==> config.mk <==
export PLATFORM = sky130hd
export DESIGN_NAME = regfile_sb
export DESIGN_NICKNAME = d
export VERILOG_FILES = /design/src/rtl/regfile_sb.sv
export SDC_FILE = /design/constraint.sdc
export NUM_CORES = 2
export LEC_CHECK = 0
export BUFFER_PORTS_ARGS = -buffer_cell sky130_fd_sc_hd__buf_2
export CORE_ASPECT_RATIO = 1.4
export CORE_UTILIZATION = 50
export CTS_CLUSTER_DIAMETER = 40
export DETAILED_ROUTE_END_ITERATION = 12
export PLACE_DENSITY_LB_ADDON = 0.08
export REMOVE_ABC_BUFFERS = 1
export SYNTH_ARGS = -nofsm -noshare
export SYNTH_HDL_FRONTEND = slang
export SYNTH_SLANG_ARGS = --single-unit
==> constraint.sdc <==
create_clock -name Clk -period 2.7 [get_ports Clk]
set_input_delay 0.135 -clock Clk [delete_from_list [all_inputs] [get_ports Clk]]
set_output_delay 0.135 -clock Clk [all_outputs]
set_load 0.05 [all_outputs]
==> src/rtl/regfile_sb.sv <==
// Parametrised register file with byte-enable writes, optional zero register and
// a per-register busy scoreboard. Define REGFILE_SB_BYPASS_EN for write-through bypass.
module regfile_sb #(
    parameter int WIDTH    = 32,
    parameter int AW       = 5,
    parameter int ZERO_REG = 1
) (
    input  logic               Clk,
    input  logic               Clrn,
    input  logic [AW-1:0]      Ra,
    input  logic [AW-1:0]      Rb,
    output logic [WIDTH-1:0]   Qa,
    output logic [WIDTH-1:0]   Qb,
    input  logic [AW-1:0]      Wr,
    input  logic [WIDTH-1:0]   D,
    input  logic               We,
    input  logic [WIDTH/8-1:0] Be,
    input  logic [AW-1:0]      Sr,
    input  logic               Se,
    output logic               Busy_a,
    output logic               Busy_b
);

    localparam int DEPTH    = 2 ** AW;
    localparam int NB       = WIDTH / 8;
    localparam bit HAS_ZERO = (ZERO_REG != 0);

    logic [WIDTH-1:0] regs_q [DEPTH];
    logic [DEPTH-1:0] busy_q;
    logic [DEPTH-1:0] busy_d;
    logic [WIDTH-1:0] wrData_d;
    logic             wrEn;

    assign wrEn = We && !(HAS_ZERO && (Wr == '0));

    // Merged write word: the old contents of reg[Wr] with enabled bytes replaced.
    always_comb begin
        wrData_d = regs_q[Wr];
        for (int i = 0; i < NB; i++) begin
            if (Be[i]) begin
                wrData_d[8*i +: 8] = D[8*i +: 8];
            end
        end
    end

    // Set is applied after clear so a same-register issue/retire ends busy.
    always_comb begin
        busy_d = busy_q;
        if (We) begin
            busy_d[Wr] = 1'b0;
        end
        if (Se) begin
            busy_d[Sr] = 1'b1;
        end
        if (HAS_ZERO) begin
            busy_d[0] = 1'b0;
        end
    end

    always_ff @(posedge Clk or negedge Clrn) begin
        if (!Clrn) begin
            busy_q <= '0;
            for (int r = 0; r < DEPTH; r++) begin
                regs_q[r] <= '0;
            end
        end else begin
            busy_q <= busy_d;
            if (wrEn) begin
                regs_q[Wr] <= wrData_d;
            end
        end
    end

    always_comb begin
        Qa     = regs_q[Ra];
        Qb     = regs_q[Rb];
        Busy_a = busy_q[Ra];
        Busy_b = busy_q[Rb];
`ifdef REGFILE_SB_BYPASS_EN
        if (wrEn && (Ra == Wr)) begin
            Qa = wrData_d;
        end
        if (wrEn && (Rb == Wr)) begin
            Qb = wrData_d;
        end
        if (We && (Ra == Wr)) begin
            Busy_a = 1'b0;
        end
        if (We && (Rb == Wr)) begin
            Busy_b = 1'b0;
        end
`endif
        // Register 0 reads as zero and is never busy.
        if (HAS_ZERO && (Ra == '0)) begin
            Qa     = '0;
            Busy_a = 1'b0;
        end
        if (HAS_ZERO && (Rb == '0)) begin
            Qb     = '0;
            Busy_b = 1'b0;
        end
    end

endmodule

# [Yosys cells after proc, flatten, opt, wreduce, memory -nomap -nowiden]
# Index checks and enable logic that the tools add are counted.
[totals] input_bits=60 wordCells=87 out_inout_bits=66 ff_bits=1055
[classes] order_cmp=10 n_reduce_logical=8 n_bitwise=6 mux=30
[op_table] operator="1024-bit bitwise mux" n=1
[op_table] operator="32-bit binary-select mux with 5-bit select" n=3
[op_table] operator="32-bit two-way mux" n=11
[op_table] operator="32-bit demux with 5-bit select" n=1
[op_table] operator="32-bit AND" n=1
[op_table] operator="8-bit two-way mux" n=4
[op_table] operator="32-bit NOT" n=1
[op_table] operator="32-bit bitwise OR" n=1
[op_table] operator="5-bit by 6-bit less-than comparator with 1-bit output (second input constant)" n=4
[op_table] operator="6-bit >= comparator (second input constant)" n=3
[op_table] operator="5-bit NOT with 6-bit output" n=3
[op_table] operator="5-bit zero test" n=3
[op_table] operator="1-bit binary-select mux with 5-bit select" n=2
[op_table] operator="1-bit demux with 5-bit select" n=2
[op_table] operator="5-bit by 1-bit >= comparator with 1-bit output (second input constant)" n=2
[op_table] operator="6-bit by 1-bit less-than comparator with 1-bit output (second input constant)" n=1
[op_table] operator="1-bit two-way mux" n=6
[op_table] operator="1-bit logical AND" n=4
[op_table] operator="1-bit zero test" n=1

# [Longest topological paths before layout]
[logic_depth] word_depth=9 mapped_depth=12 ltp_nobuf=5

# [Worst setup path before layout]
# Ideal clock, no wire load.
[synth_timing] path_type="input to output" from="input Ra[0]" to="output Qa[0]" required_time_ns=2.565 path_stages=7 path_buffers=3 arrival_ns=2.409 setup_slack_ns=0.156 path_cell_list="clkbuf_1 -> buf_2 -> buf_1 -> mux4_2 -> mux4_2 -> nand2_1 -> o21ai_1"
[synth_between] elab_chain_cells=5 word_cells_on_any_way=6 classes_between="mux (4); bitwise (1); reduce/logical (1)"
[synth_rtl] item="from (decl)" line_no="10" rtl="input logic [AW-1:0] Ra,"
[synth_rtl] item="5-bit NOT with 6-bit output (not written as such)" line_no="75" rtl="Qa = regs_q[Ra];"
[synth_rtl] item="32-bit binary-select mux with 5-bit select" line_no="75"
[synth_rtl] item="32-bit two-way mux (not written as such) (2 in series)" line_no="75"
[synth_rtl] item="32-bit two-way mux (*)" line_no="94" rtl="if (HAS_ZERO && (Ra == '0)) begin"
[synth_rtl] item="to (decl)" line_no="12" rtl="output logic [WIDTH-1:0] Qa,"
# Mark *: on every way between the ends. The rest lies on a longest branch, timed or not. The select of a mux whose other input is x is not followed.

# [Final worst setup path]
[layout_timing] from="register regs_q[135] (netlist bit)" to="output Qb[7]"
[layout_between] elab_chain_cells=4
[layout_rtl] item="from (decl)" line_no="28" rtl="logic [WIDTH-1:0] regs_q [DEPTH];"
[layout_rtl] item="from (signal, indexed assignment)" line_no="69" rtl="regs_q[Wr] <= wrData_d;"
[layout_rtl] item="32-bit binary-select mux with 5-bit select" line_no="76" rtl="Qb = regs_q[Rb];"
[layout_rtl] item="32-bit two-way mux (not written as such) (2 in series)" line_no="76"
[layout_rtl] item="32-bit two-way mux" line_no="98" rtl="if (HAS_ZERO && (Rb == '0)) begin"
[layout_rtl] item="to (decl)" line_no="13" rtl="output logic [WIDTH-1:0] Qb,"
# Every way passes these cells. The select of a mux whose other input is x is not followed.

==> results.sh <==
export IMPL_status="complete, but fails checks"
export IMPL_violations="setup timing"
export IMPL_dr_pass1_iters=5
export IMPL_ys_flop_type="dfrtp_1"
export IMPL_maxSlewHeadroom=0.201
export IMPL_yosys_area_top_type_share=0.415
export IMPL_cts_made_buffers=150
export IMPL_synthCells=5197
export IMPL_worstPathBufferInverterCount=1
export IMPL_synth_area_mm2=0.0636
export IMPL_cts_max_level=4
export IMPL_reg2reg_depth=6
export IMPL_slowest_delay_ns=0.53
export IMPL_hold_viol=0
export IMPL_clk_pin_slew_worst_paths_ns=0.06
export IMPL_ir_worst_vdd_mv=0.760
export IMPL_cts_tree="built"
export IMPL_worst_setup_path_start_kind="register"
export IMPL_fin_worst_skew_ns=0.0305
export IMPL_grt_pass1_wl_um=352000
export IMPL_fin_crit_sh=1.03
export IMPL_hpwl_um=154000
export IMPL_die_h_um=424
export IMPL_crit_chain="mux4_2 -> mux4_2 -> nand2_2 -> o21ai_4 -> buf_12"
export IMPL_root_buffer="clkbuf_16"
export IMPL_setup_ws_ns=-0.0808
export IMPL_overflow=0
export IMPL_clkSinkCount=1055
export IMPL_rsz0062_at_grt="yes"
export IMPL_antenna_found_initial=5
export IMPL_setup_tns_ns=-0.679
export IMPL_rows=154
export IMPL_critPathArrivalTime_ns=2.65
export IMPL_drt_total_wl_um=242000
export IMPL_dieArea_mm2=0.129
export IMPL_crit_fanout=3
export IMPL_grt_use_total=0.385
export IMPL_synth_top_area_cell="dfrtp_1"
export IMPL_synth_area_per_cell_um2=12.2
export IMPL_ys_warnings_count=0
export IMPL_synth_seq_cells=1055
export IMPL_period_minus_slack_ns=2.78
export IMPL_power_density_mw_per_mm2=761
export IMPL_setup_viol=21
export IMPL_critPathCaptureType="output pin"
export IMPL_ios=126
export IMPL_die_w_um=304
export IMPL_clk_latency_ns=0.80
export IMPL_ys_seq_area_frac=0.415
export IMPL_drv_cap=0
export IMPL_start_util=0.505
export IMPL_critPathKind="register to output pin"
export IMPL_hold_depth=5
export IMPL_ant_nets=0
export IMPL_area_growth_pct=19.9
export IMPL_num_fill_cells=10200
export IMPL_portBuffers=125
export IMPL_core_mm2=0.126
export IMPL_hold_path_class="primary input to register"
export IMPL_drive_above_1_share=0.405
export IMPL_wl_per_cell_um=33.6
export IMPL_drcViolationCount=0
export IMPL_tightest_slew_ns=1.19
export IMPL_synth_distinct_cells=64
export IMPL_viasPerCell=6.77
export IMPL_synth_enable_flop_cells=0
export IMPL_critPathSlowestCell="mux4_2"
export IMPL_whs_ns=0.0495
export IMPL_fmax_mhz=360
export IMPL_critical_path_top_delay_family="multiplexers"
export IMPL_vias=48700
export IMPL_async_flop_share=1.00
export IMPL_cpMostUsedCell="mux4_2"
export IMPL_finish_net_count=5482
export IMPL_grt_max_degree=101
export IMPL_finalMaxSlewViolations=0
export IMPL_synth_commonest_cells="dfrtp_1 (1,055), nand2_1 (883), mux4_2 (773)"
export IMPL_power_leakage_nw=32.9
export IMPL_cp_num_cells=5
export IMPL_drt_initial_drc_count=5276
export IMPL_yosys_top_cells_area="dfrtp_1 (41%), mux4_2 (27%), o21ai_1 (5.2%), nand2_1 (5.2%), mux2_2 (4.7%)"
export IMPL_critPathRequiredTime_ns=2.57
export IMPL_ctsLongestPathBuffers=3
export IMPL_synth_most_common_cell="dfrtp_1"
export IMPL_routabilityCongestion=0.883
export IMPL_first_global_vias=49700
path summary, 6_finish.rpt:
check                              from           end  slack, ns
hold / removal                     D[3]   regs_q[355]       0.05
max in group asynchronous          Clrn   regs_q[586]       1.73
setup reg to reg            regs_q[825]   regs_q[793]       0.47
setup / recovery            regs_q[135]         Qb[7]      -0.08
min in group asynchronous          Clrn   regs_q[537]       0.15
hold reg to reg            regs_q[1008]  regs_q[1008]       0.42
sequential cells by signal, summed over array words and instances (netlist names):
signal / cells
busy_q: 31
regs_q: 1024
repair_timing:
action                                  CTS  global route
resized for setup                       233            39
setup buffers                            50            40
endpoints found under the hold margin  1400             0
setup endpoints to repair                66            64
hold buffers                             42             0
pin swaps                                 2             0
tightest hold or removal path: stages:
cell and delay (ns):
buf_2 0.10, nor2_1 0.05, a31oi_2 0.20, buf_4 0.19
mux2_2 0.15
layer usage:
metal | share of wire | track usage
met1 | 0.37 | 0.503
met2 | 0.47 | 0.595
met3 | 0.086 | 0.0771
met4 | 0.068 | 0.228
met5 | 0.000054 | 0
where the power goes:
part	internal, W	leakage [nW]	total, W	switching (W)
combinational	0.00802	16.5	0.0152	0.00713
sequential	0.0189	13.8	0.0219	0.00306
clock	0.0128	2.56	0.0210	0.00818
total	0.0397	32.9	0.0581	0.0184
metrics by stage:
step | area [um^2] | cells | total power, W | worst slack (ns) | util
after floorplan | 60800 | 4607 | 0.0304 | -1.35 | -
after global placement | 69000 | 6778 | 0.0356 | 0.0819 | 0.547
after detailed placement | 69000 | 6778 | 0.0361 | 0.0302 | 0.547
after CTS | 75800 | 7144 | 0.0578 | -0.130 | 0.602
after global routing | 76300 | 7184 | 0.0603 | -0.121 | 0.605
final | 76300 | 7190 | 0.0581 | -0.0808 | 0.605
area by class of cell:
| class | instances | area (um^2) | area share |
|---|---|---|---|
| Multi-Input combinational cell | 3477 | 35100 | 0.461 |
| Sequential cell | 1055 | 26400 | 0.346 |
| Timing Repair Buffer | 663 | 7110 | 0.0933 |
| Clock buffer | 176 | 4040 | 0.0530 |
| Tap cell | 1638 | 2050 | 0.0269 |
| Clock inverter | 100 | 1250 | 0.0164 |
| Inverter | 75 | 282 | 0.00369 |
| Antenna cell | 6 | 15.0 | 0.000197 |
cell families (layout without fill, tap and decap cells):
group,Yosys count,count (layout),share of synthesized area
buf+inv,665,1014,0.0490
flops,1055,1055,0.415
simple gates,1073,1073,0.0695
other cells,0,6,0
compound gates,1108,1108,0.106
mux,1296,1296,0.361
cell usage in the layout (no fill, tap or decap), drive strengths merged, types with 33 or more instances in the layout:
| master | count |
|---|---|
| dfrtp | 1055 |
| nand2 | 883 |
| o21ai | 776 |
| mux4 | 773 |
| buf | 621 |
| mux2 | 264 |
| mux2i | 259 |
| clkbuf | 177 |
| inv | 102 |
| nor2 | 81 |
| a22oi | 62 |
| a21oi | 56 |
| o22ai | 49 |
| a22o | 45 |
| dlygate4sd3 | 41 |
| o31ai | 33 |
| clkinv | 33 |
(Power assumes the default switching activity.)
